===== config.mk =====
export PLATFORM = sky130hd
export DESIGN_NAME = serial_add_scheduler_flat
export DESIGN_NICKNAME = d
export VERILOG_FILES = /design/src/rtl/serial_add_scheduler_pkg.sv /design/src/rtl/serial_add_scheduler_if.sv /design/src/rtl/serial_add_scheduler_rr_arbiter2.sv /design/src/rtl/serial_add_scheduler.sv /design/src/flat_wrapper.sv
export SDC_FILE = /design/constraint.sdc
export NUM_CORES = 1
export LEC_CHECK = 0
export CORE_AREA = 2 2 70 72
export DETAILED_ROUTE_END_ITERATION = 10
export DIE_AREA = 0 0 72 74
export SLEW_MARGIN = 20
export SYNTH_ARGS = -nofsm -noshare
export SYNTH_HDL_FRONTEND = slang
export SYNTH_SLANG_ARGS = --single-unit
export TNS_END_PERCENT = 5

===== constraint.sdc =====
create_clock -name clk -period 3.6 [get_ports clk]
set_input_delay 0.72 -clock clk [delete_from_list [all_inputs] [get_ports clk]]
set_output_delay 0.72 -clock clk [all_outputs]
set_load 0.005 [all_outputs]

===== src/rtl/serial_add_scheduler_pkg.sv =====
// serial_add_scheduler_pkg: shared state type and datapath widths for the serial add scheduler
package serial_add_scheduler_pkg;
  localparam int OP_W = 4;
  localparam int SUM_W = 5;
  typedef enum logic [2:0] {IDLE, LOAD, START, WAIT, RESP} state_t;
endpackage


===== src/rtl/serial_add_scheduler_if.sv =====
// serial_add_scheduler_if: requester, response and adder-control signals of the scheduler
interface serial_add_scheduler_if;
  import serial_add_scheduler_pkg::*;
  logic [1:0] req, ack;
  logic [OP_W-1:0] a0, b0, a1, b1, add_a, add_b;
  logic [SUM_W-1:0] rsp_sum, add_sum;
  logic rsp_valid, rsp_id, rsp_err, add_load, add_start, add_done;
  modport master (
    output req, a0, b0, a1, b1, add_sum, add_done,
    input ack, rsp_valid, rsp_id, rsp_sum, rsp_err, add_load, add_start, add_a, add_b
  );
  modport slave (
    input req, a0, b0, a1, b1, add_sum, add_done,
    output ack, rsp_valid, rsp_id, rsp_sum, rsp_err, add_load, add_start, add_a, add_b
  );
endinterface


===== src/rtl/serial_add_scheduler_rr_arbiter2.sv =====
// rr_arbiter2: two-way round-robin grant; on a tie the requester not last served wins
module rr_arbiter2 (
  input  logic [1:0] req,
  input  logic       last,
  output logic [1:0] grant
);
  assign grant = (&req) ? (last ? 2'b01 : 2'b10) : req;
endmodule


===== src/rtl/serial_add_scheduler.sv =====
// serial_add_scheduler: arbitrates two requesters onto a bit-serial adder with timeout abort
module serial_add_scheduler
  import serial_add_scheduler_pkg::*;
#(
  parameter int TIMEOUT = 8
) (
  input logic clk,
  input logic rst_n,
  serial_add_scheduler_if.slave bus
);
  localparam logic [3:0] LIMIT = 4'(TIMEOUT - 1);
  state_t state;
  logic last, id;
  logic [3:0] cnt;
  logic [1:0] grant;
  rr_arbiter2 u_arb (.req(bus.req), .last(last), .grant(grant));
  // rsp_valid rises the cycle after RESP, giving ack-to-response latency of 3 + WAIT cycles
  always_ff @(posedge clk or negedge rst_n) begin
    if (!rst_n) begin
      state <= IDLE;
      last <= 1'b1;
      id <= 1'b0;
      cnt <= '0;
      bus.ack <= '0;
      bus.add_load <= 1'b0;
      bus.add_start <= 1'b0;
      bus.add_a <= '0;
      bus.add_b <= '0;
      bus.rsp_valid <= 1'b0;
      bus.rsp_id <= 1'b0;
      bus.rsp_sum <= '0;
      bus.rsp_err <= 1'b0;
    end else begin
      bus.ack <= '0;
      bus.add_load <= 1'b0;
      bus.add_start <= 1'b0;
      bus.rsp_valid <= 1'b0;
      case (state)
        IDLE: if (|grant) begin
          state <= LOAD;
          bus.ack <= grant;
          bus.add_load <= 1'b1;
          id <= grant[1];
          bus.add_a <= grant[1] ? bus.a1 : bus.a0;
          bus.add_b <= grant[1] ? bus.b1 : bus.b0;
        end
        LOAD: begin
          state <= START;
          bus.add_start <= 1'b1;
        end
        START: begin
          state <= WAIT;
          cnt <= '0;
        end
        WAIT: begin
          cnt <= cnt + 4'd1;
          if (bus.add_done || cnt == LIMIT) begin
            state <= RESP;
            bus.rsp_id <= id;
            bus.rsp_sum <= bus.add_done ? bus.add_sum : '0;
            bus.rsp_err <= !bus.add_done;
          end
        end
        RESP: begin
          state <= IDLE;
          bus.rsp_valid <= 1'b1;
          last <= id;
        end
        default: state <= IDLE;
      endcase
    end
  end
endmodule


===== src/flat_wrapper.sv =====
// flat-port wrapper written by rule: the top's interface ports become plain ports
module serial_add_scheduler_flat import serial_add_scheduler_pkg::*;
#(
  parameter int TIMEOUT = 8
)
  (clk, rst_n, bus_req, bus_a0, bus_b0, bus_a1, bus_b1, bus_add_sum, bus_add_done, bus_ack, bus_rsp_valid, bus_rsp_id, bus_rsp_sum, bus_rsp_err, bus_add_load, bus_add_start, bus_add_a, bus_add_b);
  serial_add_scheduler_if bus_i ();
  input logic clk;
  input logic rst_n;
  input wire logic [$bits(bus_i.req)-1:0] bus_req;
  input wire logic [$bits(bus_i.a0)-1:0] bus_a0;
  input wire logic [$bits(bus_i.b0)-1:0] bus_b0;
  input wire logic [$bits(bus_i.a1)-1:0] bus_a1;
  input wire logic [$bits(bus_i.b1)-1:0] bus_b1;
  input wire logic [$bits(bus_i.add_sum)-1:0] bus_add_sum;
  input wire logic [$bits(bus_i.add_done)-1:0] bus_add_done;
  output wire logic [$bits(bus_i.ack)-1:0] bus_ack;
  output wire logic [$bits(bus_i.rsp_valid)-1:0] bus_rsp_valid;
  output wire logic [$bits(bus_i.rsp_id)-1:0] bus_rsp_id;
  output wire logic [$bits(bus_i.rsp_sum)-1:0] bus_rsp_sum;
  output wire logic [$bits(bus_i.rsp_err)-1:0] bus_rsp_err;
  output wire logic [$bits(bus_i.add_load)-1:0] bus_add_load;
  output wire logic [$bits(bus_i.add_start)-1:0] bus_add_start;
  output wire logic [$bits(bus_i.add_a)-1:0] bus_add_a;
  output wire logic [$bits(bus_i.add_b)-1:0] bus_add_b;
  assign bus_i.req = bus_req;
  assign bus_i.a0 = bus_a0;
  assign bus_i.b0 = bus_b0;
  assign bus_i.a1 = bus_a1;
  assign bus_i.b1 = bus_b1;
  assign bus_i.add_sum = bus_add_sum;
  assign bus_i.add_done = bus_add_done;
  assign bus_ack = bus_i.ack;
  assign bus_rsp_valid = bus_i.rsp_valid;
  assign bus_rsp_id = bus_i.rsp_id;
  assign bus_rsp_sum = bus_i.rsp_sum;
  assign bus_rsp_err = bus_i.rsp_err;
  assign bus_add_load = bus_i.add_load;
  assign bus_add_start = bus_i.add_start;
  assign bus_add_a = bus_i.add_a;
  assign bus_add_b = bus_i.add_b;
  serial_add_scheduler #(.TIMEOUT(TIMEOUT)) u_core (.clk(clk), .rst_n(rst_n), .bus(bus_i));
endmodule

==> impl_metrics.xml <==
<?xml version="1.0" encoding="UTF-8"?>
<metrics>
  <group name="synthesis">
    <metric name="synth.largest_area_cell" unit="">sky130_fd_sc_hd__dfrtp_1</metric>
    <metric name="synth_nets" unit="">124</metric>
    <metric name="yosysMostFrequentCell" unit="">sky130_fd_sc_hd__dfrtp_1</metric>
    <metric name="synthCells" unit="">97</metric>
    <metric name="synthArstFlopShare" unit="%">100.0</metric>
    <metric name="post_synthesis_sequential_area_ratio" unit="%">54.55</metric>
    <metric name="post_synth_most_frequent_cells" unit="">sky130_fd_sc_hd__dfrtp_1, sky130_fd_sc_hd__mux2_4, sky130_fd_sc_hd__mux2_1, sky130_fd_sc_hd__a22o_1</metric>
    <metric name="syn_area_per_cell" unit="um2">13.74</metric>
    <metric name="yosys-top-cells-area" unit="">sky130_fd_sc_hd__dfrtp_1, sky130_fd_sc_hd__mux2_4, sky130_fd_sc_hd__mux2_1</metric>
    <metric name="synth_cell_type_count" unit="">32</metric>
    <metric name="synth-edff-count" unit="">0</metric>
    <metric name="synth.cell_area" unit="um2">1333</metric>
    <metric name="ys.warnings.count" unit="">0</metric>
    <metric name="synth-seq-cells" unit="">29</metric>
    <metric name="synth_flop_cell" unit="">sky130_fd_sc_hd__dfrtp_1</metric>
    <metric name="synth_top_cell_area_share" unit="%">52.58</metric>
  </group>
  <group name="timing">
    <metric name="timing.final.crit_share" unit="%">58.17</metric>
    <metric name="fin_worst_hold_slack" unit="ns">0.5032</metric>
    <metric name="timing.final.ws_setup" unit="ns">1.506</metric>
    <metric name="layout_min_cycle_time" unit="ns">2.094</metric>
    <metric name="setup_repair_after_global_routing_missed_its_margin" unit="">no</metric>
    <metric name="slew_headroom" unit="%">72.87</metric>
    <metric name="timing_max_transition_violations_final" unit="">0</metric>
    <metric name="fmax" unit="MHz">477.5</metric>
    <metric name="report.final.setup_viol" unit="">0</metric>
    <metric name="clock-skew-final" unit="ns">0.003936</metric>
    <metric name="timing.setup.tns" unit="ns">0</metric>
    <metric name="finalHoldViolations" unit="">0</metric>
    <metric name="tightestPinTransition" unit="ns">0.4070</metric>
  </group>
  <group name="final_layout">
    <metric name="nFillCells" unit="">428</metric>
    <metric name="share_of_final_layout_standard_cells_stronger_than_drive_strength_1" unit="%">15.65</metric>
    <metric name="fin_cells" unit="">201</metric>
    <metric name="design.final.nets" unit="">173</metric>
    <metric name="antenna_fix_cells" unit="">0</metric>
    <metric name="final_util" unit="%">41.25</metric>
    <metric name="area_delta_synth_final" unit="%">42.35</metric>
  </group>
  <group name="job">
    <metric name="max_cap_viol_count" unit="">0</metric>
  </group>
  <group name="worst_setup_path">
    <metric name="critical_path.max_fanout" unit="">9</metric>
    <metric name="cp_endpoint_kind" unit="">flip-flop</metric>
    <metric name="criticalPathCategory" unit="">primary input to flip-flop</metric>
    <metric name="start_kind" unit="">primary input</metric>
    <metric name="worst_ep_arrival_time" unit="ns">2.25</metric>
    <metric name="worst_ep_required_time" unit="ns">3.75</metric>
  </group>
  <group name="die">
    <metric name="core.rowCount" unit="">25</metric>
    <metric name="dieWidth" unit="um">72</metric>
    <metric name="dieHeight" unit="um">74</metric>
    <metric name="core_area" unit="um2">4598</metric>
    <metric name="initial_core_util" unit="%">28.98</metric>
    <metric name="fp.dieArea" unit="um2">5328</metric>
    <metric name="io_pins" unit="">46</metric>
  </group>
  <group name="global_route">
    <metric name="first_pass_grt_wire_length" unit="um">4526</metric>
    <metric name="grt.overflow.total" unit="">0</metric>
    <metric name="global_route.usage.met3" unit="%">4.472</metric>
    <metric name="global_route.usage.total" unit="%">11.24</metric>
    <metric name="grt_util_met2" unit="%">18.00</metric>
    <metric name="via_count_of_the_first_global_routing_pass" unit="">954</metric>
    <metric name="antenna_found_initial" unit="">0</metric>
    <metric name="top_usage_layer" unit="">met2</metric>
    <metric name="grt_start_max_net_pins" unit="">30</metric>
    <metric name="grtUsageMet1" unit="%">13.98</metric>
  </group>
  <group name="clocking">
    <metric name="ctsResizeCount" unit="">0</metric>
    <metric name="cts_root_buffer" unit="">sky130_fd_sc_hd__clkbuf_8</metric>
    <metric name="tritoncts_num_sinks" unit="">29</metric>
    <metric name="tritoncts" unit="">done</metric>
    <metric name="cts.clk_slew.worst_paths" unit="ns">0.06</metric>
    <metric name="holdBufCountCts" unit="">0</metric>
    <metric name="cts_inserted_buffers" unit="">5</metric>
    <metric name="cts_setup_buffers" unit="">0</metric>
    <metric name="insertion_delay" unit="ns">0.27</metric>
    <metric name="ctsLongestPathBuffers" unit="">2</metric>
    <metric name="cts_max_level" unit="">2</metric>
  </group>
  <group name="placement">
    <metric name="worst_slack_after_detailed_placement" unit="ns">1.209</metric>
    <metric name="detailedPlacementHpwl" unit="um">1962</metric>
    <metric name="placed_cells" unit="">193</metric>
    <metric name="io_buffer_count" unit="">45</metric>
    <metric name="gp_congestion" unit="">0.7352</metric>
  </group>
  <group name="drt">
    <metric name="drcViolationCount" unit="">0</metric>
    <metric name="firstDrtPassIters" unit="">4</metric>
    <metric name="route.final.wire_length" unit="um">2769</metric>
    <metric name="first_iter_violations" unit="">50</metric>
    <metric name="drt-vias-per-instance" unit="">4.711</metric>
    <metric name="antenna_violating_nets_post_route" unit="">0</metric>
    <metric name="drt-wirelength-per-cell" unit="um">13.78</metric>
    <metric name="route.vias.total" unit="">947</metric>
  </group>
  <group name="outcome">
    <metric name="outcome" unit="">finished clean</metric>
  </group>
  <group name="pwr">
    <metric name="power_density" unit="nW/um2">748.7</metric>
    <metric name="static-leakage-power" unit="nW">0.8312</metric>
    <metric name="vdd_drop_max" unit="mV">0.2924</metric>
  </group>
  <group name="min_path">
    <metric name="hold_class" unit="">flip-flop to flip-flop</metric>
  </group>
</metrics>
## sequential cells by signal (all words and copies together) (netlist names)
register,count
u_core.last,1
u_core.bus.add_a,4
u_core.state,3
u_core.bus.rsp_sum,5
u_core.bus.add_load,1
u_core.bus.add_start,1
u_core.bus.add_b,4
u_core.bus.rsp_err,1
u_core.cnt,4
u_core.id,1
u_core.bus.rsp_valid,1
u_core.bus.ack,2
u_core.bus.rsp_id,1
## where the power goes
group	internal, W	switching, W	total, W
clock network	0.000137	0.000112	0.000249
logic	0.000386	0.000195	0.000581
registers	0.000471	0.000119	0.000590
total	0.000994	0.000426	0.00142
## metal layers
metal	vias up	routed length (um)
li1	445	-
met1	461	1216
met2	37	1319
met3	4	208
met4	0	24
met5	-	0
## worst paths after layout
kind	slack [ns]	from	endpoint	cells after the start
worst max register to register	1.96	u_core.state[0]	u_core.bus.add_a[2]	3
min in group asynchronous	0.83	rst_n	u_core.id	2
worst min register to register	0.50	u_core.bus.rsp_sum[1]	u_core.bus.rsp_sum[1]	1
worst min-delay path	0.50	u_core.bus.rsp_sum[1]	u_core.bus.rsp_sum[1]	1
worst max-delay path	1.51	bus_req[1]	u_core.bus.add_a[2]	4
max in group asynchronous	2.47	rst_n	u_core.last	2
## cell families after synthesis
family	after synthesis	share of synthesized area (%)
flops	29	54.55
compound gates	19	12.96
buf+inv	9	4.506
simple gates	21	9.296
mux	18	17.75
fa+ha+maj	1	0.9388
## area by class of cell
| class | instances | area [um2] | share of cell area [%] |
|---|---|---|---|
| flip-flops and latches | 29 | 726.9 | 38.32 |
| multi-input cells | 59 | 545.5 | 28.76 |
| repair buffers | 46 | 457.9 | 24.14 |
| clock buffers | 8 | 80.08 | 4.222 |
| well taps | 54 | 67.56 | 3.562 |
| inverters | 5 | 18.77 | 0.9894 |
## metrics by stage
step	area, um2	total power (W)
5_1_grt	1897	0.001527
3_3_place_gp	1817	0.001161
4_1_cts	1897	0.001444
3_5_place_dp	1817	0.001183
6_report	1897	0.001420
2_1_floorplan	1333	0.0009153
## cell usage in the layout, fill, tap and decap left out, types with 2 or more instances in the layout
| cell type | Yosys | layout |
|---|---|---|
| sky130_fd_sc_hd__clkdlybuf4s50_1 | 0 | 45 |
| sky130_fd_sc_hd__dfrtp_1 | 28 | 28 |
| sky130_fd_sc_hd__mux2_4 | 9 | 9 |
| sky130_fd_sc_hd__mux2_1 | 8 | 8 |
| sky130_fd_sc_hd__a22o_1 | 7 | 7 |
| sky130_fd_sc_hd__clkbuf_8 | 0 | 5 |
| sky130_fd_sc_hd__inv_1 | 4 | 4 |
| sky130_fd_sc_hd__nand2_1 | 4 | 4 |
| sky130_fd_sc_hd__nand2b_1 | 4 | 4 |
| sky130_fd_sc_hd__o21ai_0 | 4 | 4 |
| sky130_fd_sc_hd__nor3_1 | 3 | 3 |
| sky130_fd_sc_hd__clkbuf_1 | 0 | 3 |
| sky130_fd_sc_hd__a21oi_1 | 2 | 2 |
| sky130_fd_sc_hd__nor2_1 | 2 | 2 |
| sky130_fd_sc_hd__nand3_1 | 2 | 2 |
## worst max-delay path: stages
cell and delay, ns:
sky130_fd_sc_hd__clkdlybuf4s50_1 0.53, sky130_fd_sc_hd__a21boi_4 0.37, sky130_fd_sc_hd__mux2_1 0.36, sky130_fd_sc_hd__mux2_4 0.26
Note: power is estimated with default switching activity, not from simulation.
